$ cat config.mk
export PLATFORM = sky130hd
export DESIGN_NAME = mc_controller
export DESIGN_NICKNAME = d
export VERILOG_FILES = /design/src/rtl/mc_pkg.sv /design/src/rtl/cond_logic.sv /design/src/rtl/mc_controller.sv
export SDC_FILE = /design/constraint.sdc
export NUM_CORES = 1
export LEC_CHECK = 0
export BUFFER_PORTS_ARGS = -buffer_cell sky130_fd_sc_hd__buf_2
export CORE_UTILIZATION = 40
export DETAILED_ROUTE_END_ITERATION = 16
export HOLD_SLACK_MARGIN = 0.15
export PLACE_DENSITY_LB_ADDON = 0.1
export SLEW_MARGIN = 20
export SYNTH_ARGS = -nofsm -noshare
export SYNTH_HDL_FRONTEND = slang
export SYNTH_HIERARCHICAL = 1
export SYNTH_SLANG_ARGS = --single-unit
export TNS_END_PERCENT = 20
$ cat constraint.sdc
create_clock -name clk -period 2 [get_ports clk]
set_input_delay 0 -clock clk [delete_from_list [all_inputs] [get_ports clk]]
set_output_delay 0 -clock clk [all_outputs]
set_load 0.02 [all_outputs]
$ cat src/rtl/mc_pkg.sv
// Shared definitions for the multicycle ARM controller.
// Contents: the FSM state enum, ALUControl codes, instruction Op codes,
// data-processing command codes and ARM condition codes.
package mc_pkg;

  typedef enum logic [3:0] {
    FETCH    = 4'd0,
    DECODE   = 4'd1,
    MEMADR   = 4'd2,
    MEMREAD  = 4'd3,
    MEMWB    = 4'd4,
    MEMWRITE = 4'd5,
    EXECUTER = 4'd6,
    EXECUTEI = 4'd7,
    ALUWB    = 4'd8,
    BRANCH   = 4'd9
  } state_t;

  // ALUControl encodings
  localparam logic [1:0] ALU_ADD = 2'b00;
  localparam logic [1:0] ALU_SUB = 2'b01;
  localparam logic [1:0] ALU_AND = 2'b10;
  localparam logic [1:0] ALU_ORR = 2'b11;

  // Instruction class (Op field)
  localparam logic [1:0] OP_DP     = 2'b00;
  localparam logic [1:0] OP_MEM    = 2'b01;
  localparam logic [1:0] OP_BRANCH = 2'b10;
  localparam logic [1:0] OP_NOP    = 2'b11;

  // Data-processing commands (Funct[4:1])
  localparam logic [3:0] CMD_AND = 4'b0000;
  localparam logic [3:0] CMD_SUB = 4'b0010;
  localparam logic [3:0] CMD_ADD = 4'b0100;
  localparam logic [3:0] CMD_CMP = 4'b1010;
  localparam logic [3:0] CMD_ORR = 4'b1100;

  // ARM condition codes
  localparam logic [3:0] COND_EQ = 4'b0000;
  localparam logic [3:0] COND_NE = 4'b0001;
  localparam logic [3:0] COND_CS = 4'b0010;
  localparam logic [3:0] COND_CC = 4'b0011;
  localparam logic [3:0] COND_MI = 4'b0100;
  localparam logic [3:0] COND_PL = 4'b0101;
  localparam logic [3:0] COND_VS = 4'b0110;
  localparam logic [3:0] COND_VC = 4'b0111;
  localparam logic [3:0] COND_HI = 4'b1000;
  localparam logic [3:0] COND_LS = 4'b1001;
  localparam logic [3:0] COND_GE = 4'b1010;
  localparam logic [3:0] COND_LT = 4'b1011;
  localparam logic [3:0] COND_GT = 4'b1100;
  localparam logic [3:0] COND_LE = 4'b1101;
  localparam logic [3:0] COND_AL = 4'b1110;
  localparam logic [3:0] COND_NV = 4'b1111;

endpackage

$ cat src/rtl/cond_logic.sv
// Condition logic: holds the NZCV flags register, evaluates the instruction
// condition against it and registers the result as cond_ex_r.
// Ports:
//   clk, reset      clock and asynchronous active-low reset
//   cond            instruction condition field
//   alu_flags       NZCV produced by the datapath ALU
//   flag_w          flag write requests {NZ, CV}, gated here by cond_ex_r
//   cond_ex_r       registered condition-passed, the only gating source
module cond_logic
  import mc_pkg::*;
(
  input  logic       clk,
  input  logic       reset,
  input  logic [3:0] cond,
  input  logic [3:0] alu_flags,
  input  logic [1:0] flag_w,
  output logic       cond_ex_r
);

  logic [3:0] flags;
  logic       cond_ex;
  logic       n, z, c, v;

  assign {n, z, c, v} = flags;

  always_comb begin
    cond_ex = 1'b0;
    case (cond)
      COND_EQ: cond_ex = z;
      COND_NE: cond_ex = ~z;
      COND_CS: cond_ex = c;
      COND_CC: cond_ex = ~c;
      COND_MI: cond_ex = n;
      COND_PL: cond_ex = ~n;
      COND_VS: cond_ex = v;
      COND_VC: cond_ex = ~v;
      COND_HI: cond_ex = c & ~z;
      COND_LS: cond_ex = ~c | z;
      COND_GE: cond_ex = (n == v);
      COND_LT: cond_ex = (n != v);
      COND_GT: cond_ex = ~z & (n == v);
      COND_LE: cond_ex = z | (n != v);
      COND_AL: cond_ex = 1'b1;
      default: cond_ex = 1'b0;
    endcase
  end

  // cond_ex_r samples the flags as they stood before an EXECUTE-state write,
  // so an instruction's own writeback is gated by the pre-update flags.
  always_ff @(posedge clk or negedge reset) begin
    if (!reset) begin
      flags     <= 4'b0000;
      cond_ex_r <= 1'b0;
    end else begin
      cond_ex_r <= cond_ex;
      if (flag_w[1] && cond_ex_r) flags[3:2] <= alu_flags[3:2];
      if (flag_w[0] && cond_ex_r) flags[1:0] <= alu_flags[1:0];
    end
  end

endmodule

$ cat src/rtl/mc_controller.sv
// Multicycle ARM controller: main FSM, ALU decoder, instruction decoder and
// conditional gating of the architectural write enables.
// Ports:
//   clk, reset          clock and asynchronous active-low reset
//   Cond, Op, Funct, Rd instruction fields from the instruction register
//   ALUFlags            datapath NZCV
//   PCWrite, MemWrite, RegWrite, IRWrite   write enables
//   AdrSrc, ALUSrcA, ALUSrcB, ResultSrc, ALUControl, ImmSrc, RegSrc  selects
module mc_controller
  import mc_pkg::*;
(
  input  logic       clk,
  input  logic       reset,
  input  logic [3:0] Cond,
  input  logic [1:0] Op,
  input  logic [5:0] Funct,
  input  logic [3:0] Rd,
  input  logic [3:0] ALUFlags,
  output logic       PCWrite,
  output logic       MemWrite,
  output logic       RegWrite,
  output logic       IRWrite,
  output logic       AdrSrc,
  output logic       ALUSrcA,
  output logic [1:0] RegSrc,
  output logic [1:0] ALUSrcB,
  output logic [1:0] ResultSrc,
  output logic [1:0] ImmSrc,
  output logic [1:0] ALUControl
);

  state_t     state;
  logic       reg_w, mem_w, branch, next_pc, ir_w;
  logic [1:0] alu_dec;
  logic       nz_ok, cv_ok, is_cmp;
  logic       in_execute;
  logic [1:0] flag_w;
  logic       cond_ex_r;

  always_ff @(posedge clk or negedge reset) begin
    if (!reset) begin
      state <= FETCH;
    end else begin
      case (state)
        FETCH:    state <= DECODE;
        DECODE: begin
          case (Op)
            OP_MEM:    state <= MEMADR;
            OP_DP:     state <= Funct[5] ? EXECUTEI : EXECUTER;
            OP_BRANCH: state <= BRANCH;
            default:   state <= FETCH;
          endcase
        end
        MEMADR:   state <= Funct[0] ? MEMREAD : MEMWRITE;
        MEMREAD:  state <= MEMWB;
        EXECUTER: state <= ALUWB;
        EXECUTEI: state <= ALUWB;
        default:  state <= FETCH;
      endcase
    end
  end

  // ALU decoder; CMP is a SUB whose register writeback is dropped.
  // Unrecognised commands fall back to ADD with no flag update.
  always_comb begin
    alu_dec = ALU_ADD;
    nz_ok   = 1'b0;
    cv_ok   = 1'b0;
    is_cmp  = 1'b0;
    case (Funct[4:1])
      CMD_ADD: begin nz_ok = 1'b1; cv_ok = 1'b1; end
      CMD_SUB: begin alu_dec = ALU_SUB; nz_ok = 1'b1; cv_ok = 1'b1; end
      CMD_AND: begin alu_dec = ALU_AND; nz_ok = 1'b1; end
      CMD_ORR: begin alu_dec = ALU_ORR; nz_ok = 1'b1; end
      CMD_CMP: begin alu_dec = ALU_SUB; nz_ok = 1'b1; cv_ok = 1'b1; is_cmp = 1'b1; end
      default: ;
    endcase
  end

  // Controls are decoded straight from the state register so that FETCH's
  // enables are live in the first cycle after reset releases.
  always_comb begin
    reg_w      = 1'b0;
    mem_w      = 1'b0;
    branch     = 1'b0;
    next_pc    = 1'b0;
    ir_w       = 1'b0;
    AdrSrc     = 1'b0;
    ALUSrcA    = 1'b0;
    ALUSrcB    = 2'b00;
    ResultSrc  = 2'b00;
    ALUControl = ALU_ADD;
    case (state)
      FETCH: begin
        ALUSrcA = 1'b1; ALUSrcB = 2'b10; ResultSrc = 2'b10;
        ir_w = 1'b1; next_pc = 1'b1;
      end
      DECODE: begin
        ALUSrcA = 1'b1; ALUSrcB = 2'b10; ResultSrc = 2'b10;
      end
      MEMADR:   ALUSrcB = 2'b01;
      MEMREAD:  AdrSrc = 1'b1;
      MEMWB: begin
        ResultSrc = 2'b01; reg_w = 1'b1;
      end
      MEMWRITE: begin
        AdrSrc = 1'b1; mem_w = 1'b1;
      end
      EXECUTER: ALUControl = alu_dec;
      EXECUTEI: begin
        ALUSrcB = 2'b01; ALUControl = alu_dec;
      end
      ALUWB:    reg_w = ~is_cmp;
      BRANCH: begin
        ALUSrcB = 2'b01; ResultSrc = 2'b10; branch = 1'b1;
      end
      default: ;
    endcase
  end

  assign in_execute = (state == EXECUTER) || (state == EXECUTEI);
  assign flag_w     = {nz_ok, cv_ok} & {2{in_execute & Funct[0]}};

  cond_logic u_cond (
    .clk       (clk),
    .reset     (reset),
    .cond      (Cond),
    .alu_flags (ALUFlags),
    .flag_w    (flag_w),
    .cond_ex_r (cond_ex_r)
  );

  // Enables are additionally qualified by reset so FETCH cannot write while
  // the controller is held in reset.
  assign PCWrite  = reset & (next_pc | ((branch | (reg_w & (Rd == 4'd15))) & cond_ex_r));
  assign RegWrite = reset & reg_w & cond_ex_r;
  assign MemWrite = reset & mem_w & cond_ex_r;
  assign IRWrite  = reset & ir_w;

  assign ImmSrc = Op;
  assign RegSrc = {Op == OP_MEM, Op == OP_BRANCH};

endmodule

After elaboration in Yosys (flattened, before gate mapping)
Cells that the tools add are included.
{"block": "word_totals", "register_bits": 9, "latch_bits": 0, "ramBits": 0, "mem_bits_ro": 0, "inputBits": 22, "out_inout_bits": 16, "elab_cells": 90, "memories": 0}
{"block": "classes", "addsub": 0, "multipliers": 0, "n_div": 0, "order_cmp": 0, "eq_ne": 32, "shift": 0, "mux": 18, "n_bitwise": 21, "n_reduce_logical": 15}
{"operator": "$eq A4 B4 Y1 const B", "n": 12}
{"operator": "$eq A4 B3 Y1 const B", "n": 9}
{"operator": "$eq A4 B2 Y1 const B", "n": 5}
{"operator": "$pmux W4 S5", "n": 1}
{"operator": "$pmux W1 S15", "n": 1}
{"operator": "$logic_not A4 Y1", "n": 3}
{"operator": "$pmux W4 S3", "n": 1}
{"operator": "$and A1 B1 Y1", "n": 11}
{"operator": "$mux W1", "n": 9}
{"operator": "$reduce_or A3 Y1", "n": 3}
{"operator": "$eq A4 B1 Y1 const B", "n": 2}
{"operator": "$pmux W2 S2", "n": 2}
{"operator": "$reduce_or A2 Y1", "n": 4}
{"operator": "$pmux W2 S3", "n": 1}
{"operator": "$not A1 Y1", "n": 5}
{"operator": "$reduce_or A5 Y1", "n": 1}
{"operator": "$or A1 B1 Y1", "n": 4}
{"operator": "$mux W3", "n": 1}
{"operator": "$and A2 B2 Y2", "n": 1}
{"operator": "$eq A2 B1 Y1 const B", "n": 1}
{"operator": "$eq A2 B2 Y1 const B", "n": 1}
{"operator": "$logic_and A1 B1 Y1", "n": 2}
{"operator": "$logic_not A2 Y1", "n": 1}
{"operator": "$mux W2", "n": 1}
{"operator": "other kinds (4)", "n": 4}

Depth between registers and ports, before layout
{"block": "depth", "ltp_word": 9, "ltp_mapped": 6}

By module
Netlist, hierarchy kept.
{"mod": "mc_controller", "instances": 1, "cells_per_inst": 63, "area_per_inst_um2": 494.2, "seq_area_each_um2": 100.1}
{"mod": "cond_logic", "instances": 1, "cells_per_inst": 36, "area_per_inst_um2": 352.8, "seq_area_each_um2": 125.1}

Least setup slack after synthesis
OpenSTA, ideal clock, no wires.
{"block": "synth_path", "path_type": "register -> output", "from": "reg state[0]", "to": "out PCWrite", "t_arrival_ns": 1.612, "t_required_ns": 2.000, "setup_slack_ns": 0.388, "path_stages_with_launch": 5, "n_path_buf": 1, "path_cell_list": "dfrtp_1 > buf_6 > nor4b_4 > a21oi_1 > o31ai_1"}
{"block": "synth_between", "elab_chain_len": 7, "word_cells_on_any_way": 12}
{"item": "start: declaration", "line_no": "mc_controller.sv:32", "rtl": "state_t state;"}
{"item": "start signal: assignment", "line_no": "mc_controller.sv:49", "rtl": "OP_DP: state <= Funct[5] ? EXECUTEI : EXECUTER;"}
{"item": "start signal: assignment", "line_no": "mc_controller.sv:54", "rtl": "MEMADR: state <= Funct[0] ? MEMREAD : MEMWRITE;"}
{"item": "$eq A4 B4 Y1 or $eq A4 B3 Y1 (tied branches)", "line_no": "mc_controller.sv:93", "rtl": "case (state)"}
{"item": "$pmux W1 S2", "line_no": "mc_controller.sv:93"}
{"item": "$and A1 B1 Y1", "line_no": "mc_controller.sv:135", "rtl": "assign PCWrite = reset & (next_pc | ((branch | (reg_w & (Rd == 4'd15))) & cond_ex_r));"}
{"item": "$or A1 B1 Y1", "line_no": "mc_controller.sv:135"}
{"item": "$and A1 B1 Y1", "line_no": "mc_controller.sv:135"}
{"item": "$or A1 B1 Y1 *", "line_no": "mc_controller.sv:135"}
{"item": "$and A1 B1 Y1 *", "line_no": "mc_controller.sv:135"}
{"item": "end: declaration", "line_no": "mc_controller.sv:19", "rtl": "output logic PCWrite,"}
Every way passes the cells marked *; elsewhere a longest branch is shown, timed or not.

Worst setup path in the final report
{"block": "layout_path", "from": "reg state[2]", "to": "out PCWrite"}
The elaborated chain is that of the path after synthesis.

==> qor.txt <==
status: completed
Routed wire per std cell: 10.9 µm
Async S/R FF share, synth: 100%
post-cts resize count: 0
syn_nets: 121
top post-synthesis cells by count: 9 x dfrtp_1, 7 x nand2_1, 7 x nor2_1, 6 x a21oi_1, 6 x nor3_1
root buffer cell: clkbuf_4
final setup violation count: 0
synthesized area: 847 µm²
YS warnings: 6
grt ovf: 0
TNS Setup: 0 ns
maximum vdd drop: 0.728 mV
GRT busiest layer: met1
antenna violations before repair: 0
H-tree levels: 1
Sink Count: 9
clock share of power: 11.8%
Worst Max-Slew Pin Slew: 0.386 ns
Via density: 4.98
Critical Path RT: 2.00 ns
sequential power share: 26.9%
max-slew violations: 0
Sw Ratio: 46.0%
WL final: 1880 µm
Nets: 169
placed wire-length estimate: 1400 µm
die area: 2310 µm²
kind of critical path: reg2out
CTS tree: yes
ys flop type: dfrtp_1
hold crit path type: in2reg
Worst-path clk slew: 0.06 ns
count of different cell masters after synthesis: 37
max frequency: 578 MHz
synthesis-stage register bit count: 9
Final Cycle Share: 86.5%
skew final: 0.00392 ns
crit end category: primary output
P_sw: 0.526 mW
CP Launch Type: flop
antenna viol nets, final: 0
layout cells sized above 1: 35.6%
routed via count: 861
Initial Util: 42.7%
top cells by area, synth: dfrtp_1 27%, mux2_2 6.6%, a21oi_1 3.5%, nor3_1 3.5%, nand3b_1 3.5%
count leader, synth: dfrtp_1
Core Util, Final: 59.1%
DIE WIDTH: 48.0 µm
RSZ-0062 raised after global routing: false
MaxCap Viol Count: 0
Comb pwr share: 61.3%
global placer's final weighted congestion: 0.733
Syn Inst Count: 99
core area: 1980 µm²
DR iter-0 viols: 12
Die Span Y: 48.0 µm
Slew headroom: 74.2%
GR Layer Usage met3: 4.53%
Row Count: 16
reg2reg start: state[1]$_DFF_PN0_
final hold viol count: 0
Num CTS Buffers: 3
number of I/O pins: 38
DRC errors left: 0
Mapped Avg Cell Area: 8.56 µm²
routing usage on met1: 25.3%
CP arrival: 1.73 ns
Synth area leader: dfrtp_1
GRT Util Overall: 16.8%
vias in the first global route: 632
internal power: 0.618 mW
sequential area share after synthesis: 26.6%
largest net degree at the start of global routing: 15
hold path startpoint: Cond[1]
Pleak: 0.535 nW
Worst Setup SP: state[2]$_DFF_PN0_
first-pass GRT wire length: 2680 µm
Max Root-Sink Buffers: 2
global routing usage on met2: 24.9%
later-pin clock latency in the skew report: 0.25 ns
IO Port Bufs: 37
Pwr Density: 976 nW/µm²
fin crit period: 1.73 ns
DR pass1 iterations: 4
area grow syn2layout: 38.3%
total power draw: 1.14 mW
crit-path max FO: 13
Antenna diodes: 0
EDFF count, synth: 0
share of the synthesized area in the top cell type: 26.6%
power groups by stage:
stage	clock network, mW	logic, mW	registers (mW)
floorplan	0	0.522	0.292
global placement	0	0.672	0.307
detailed placement	0	0.684	0.309
CTS	0.141	0.708	0.305
global route	0.155	0.767	0.313
finish	0.135	0.701	0.307
logic make-up (layout without fill, tap and decap cells):
group / Yosys count / count (layout) / share of synthesized area [%]
mux: 6 / 6 / 7.83
buf+inv: 11 / 58 / 7.68
flops: 9 / 9 / 26.6
simple gates: 45 / 45 / 33.5
compound gates: 23 / 23 / 18.3
xor+xnor: 5 / 5 / 6.06
cell type report:
cell class,count,area [µm²]
Clock buffer,4,26.3
Fill cell,183,811
Inverter,3,11.3
Multi-Input combinational cell,79,557
Sequential cell,9,225
Tap cell,27,33.8
Timing Repair Buffer,51,318
placed cells by master (no fill, tap or decap), types with 4 or more instances in the layout:
cell	count
nand3b_1	4
nand2_1	7
nor2_1	7
a21oi_1	6
buf_2	37
nor3_1	6
dfrtp_1	9
dlygate4sd3_1	11
mux2_2	5
registers in the layout (all words and copies together) (netlist names):
| name | flops |
|---|---|
| state | 4 |
| u_cond/cond_ex_r | 1 |
| u_cond/flags | 4 |
metrics by stage:
step	cells	area (µm²)	setup WS (ns)	hold WS [ns]
2_1_floorplan	99	847	0.388	-0.296
3_3_place_gp	158	1030	0.512	-0.125
3_5_place_dp	158	1030	0.473	-0.123
4_1_cts	173	1170	0.276	0.154
5_1_grt	173	1170	0.136	0.178
6_report	173	1170	0.270	0.158
worst max-delay path: stages (launching register included):
cell and delay [ns]:
dfrtp_1 0.38, buf_4 0.18, nor4b_1 0.34, a21oi_1 0.14, o31ai_1 0.24, buf_2 0.19
metal layers:
| layer | up-vias | part of all wire [%] |
|---|---|---|
| li1 | 450 | - |
| met2 | 30 | 43 |
| met5 | - | 0 |
| met4 | 0 | 0 |
| met3 | 0 | 5.7 |
| met1 | 381 | 51 |
worst paths after layout:
check	end	slack [ns]	cells past startpoint
worst min register to register	u_cond/flags[1]$_DFFE_PN0P_	0.59	1
min in group asynchronous	u_cond/flags[3]$_DFFE_PN0P_	0.79	3
worst max register to register	state[0]$_DFF_PN0_	0.44	5
worst max-delay path	PCWrite	0.27	5
max in group asynchronous	state[2]$_DFF_PN0_	0.94	3
worst min-delay path	u_cond/cond_ex_r$_DFF_PN0_	0.16	3
timing repair:
action | 4_1_cts | 5_1_grt
hold buffers | 11 | 0
setup buffers | 0 | 0
hold endpoints to repair | 17 | 0
endpoints found under the setup margin | 0 | 0
(Power assumes the default switching activity.)
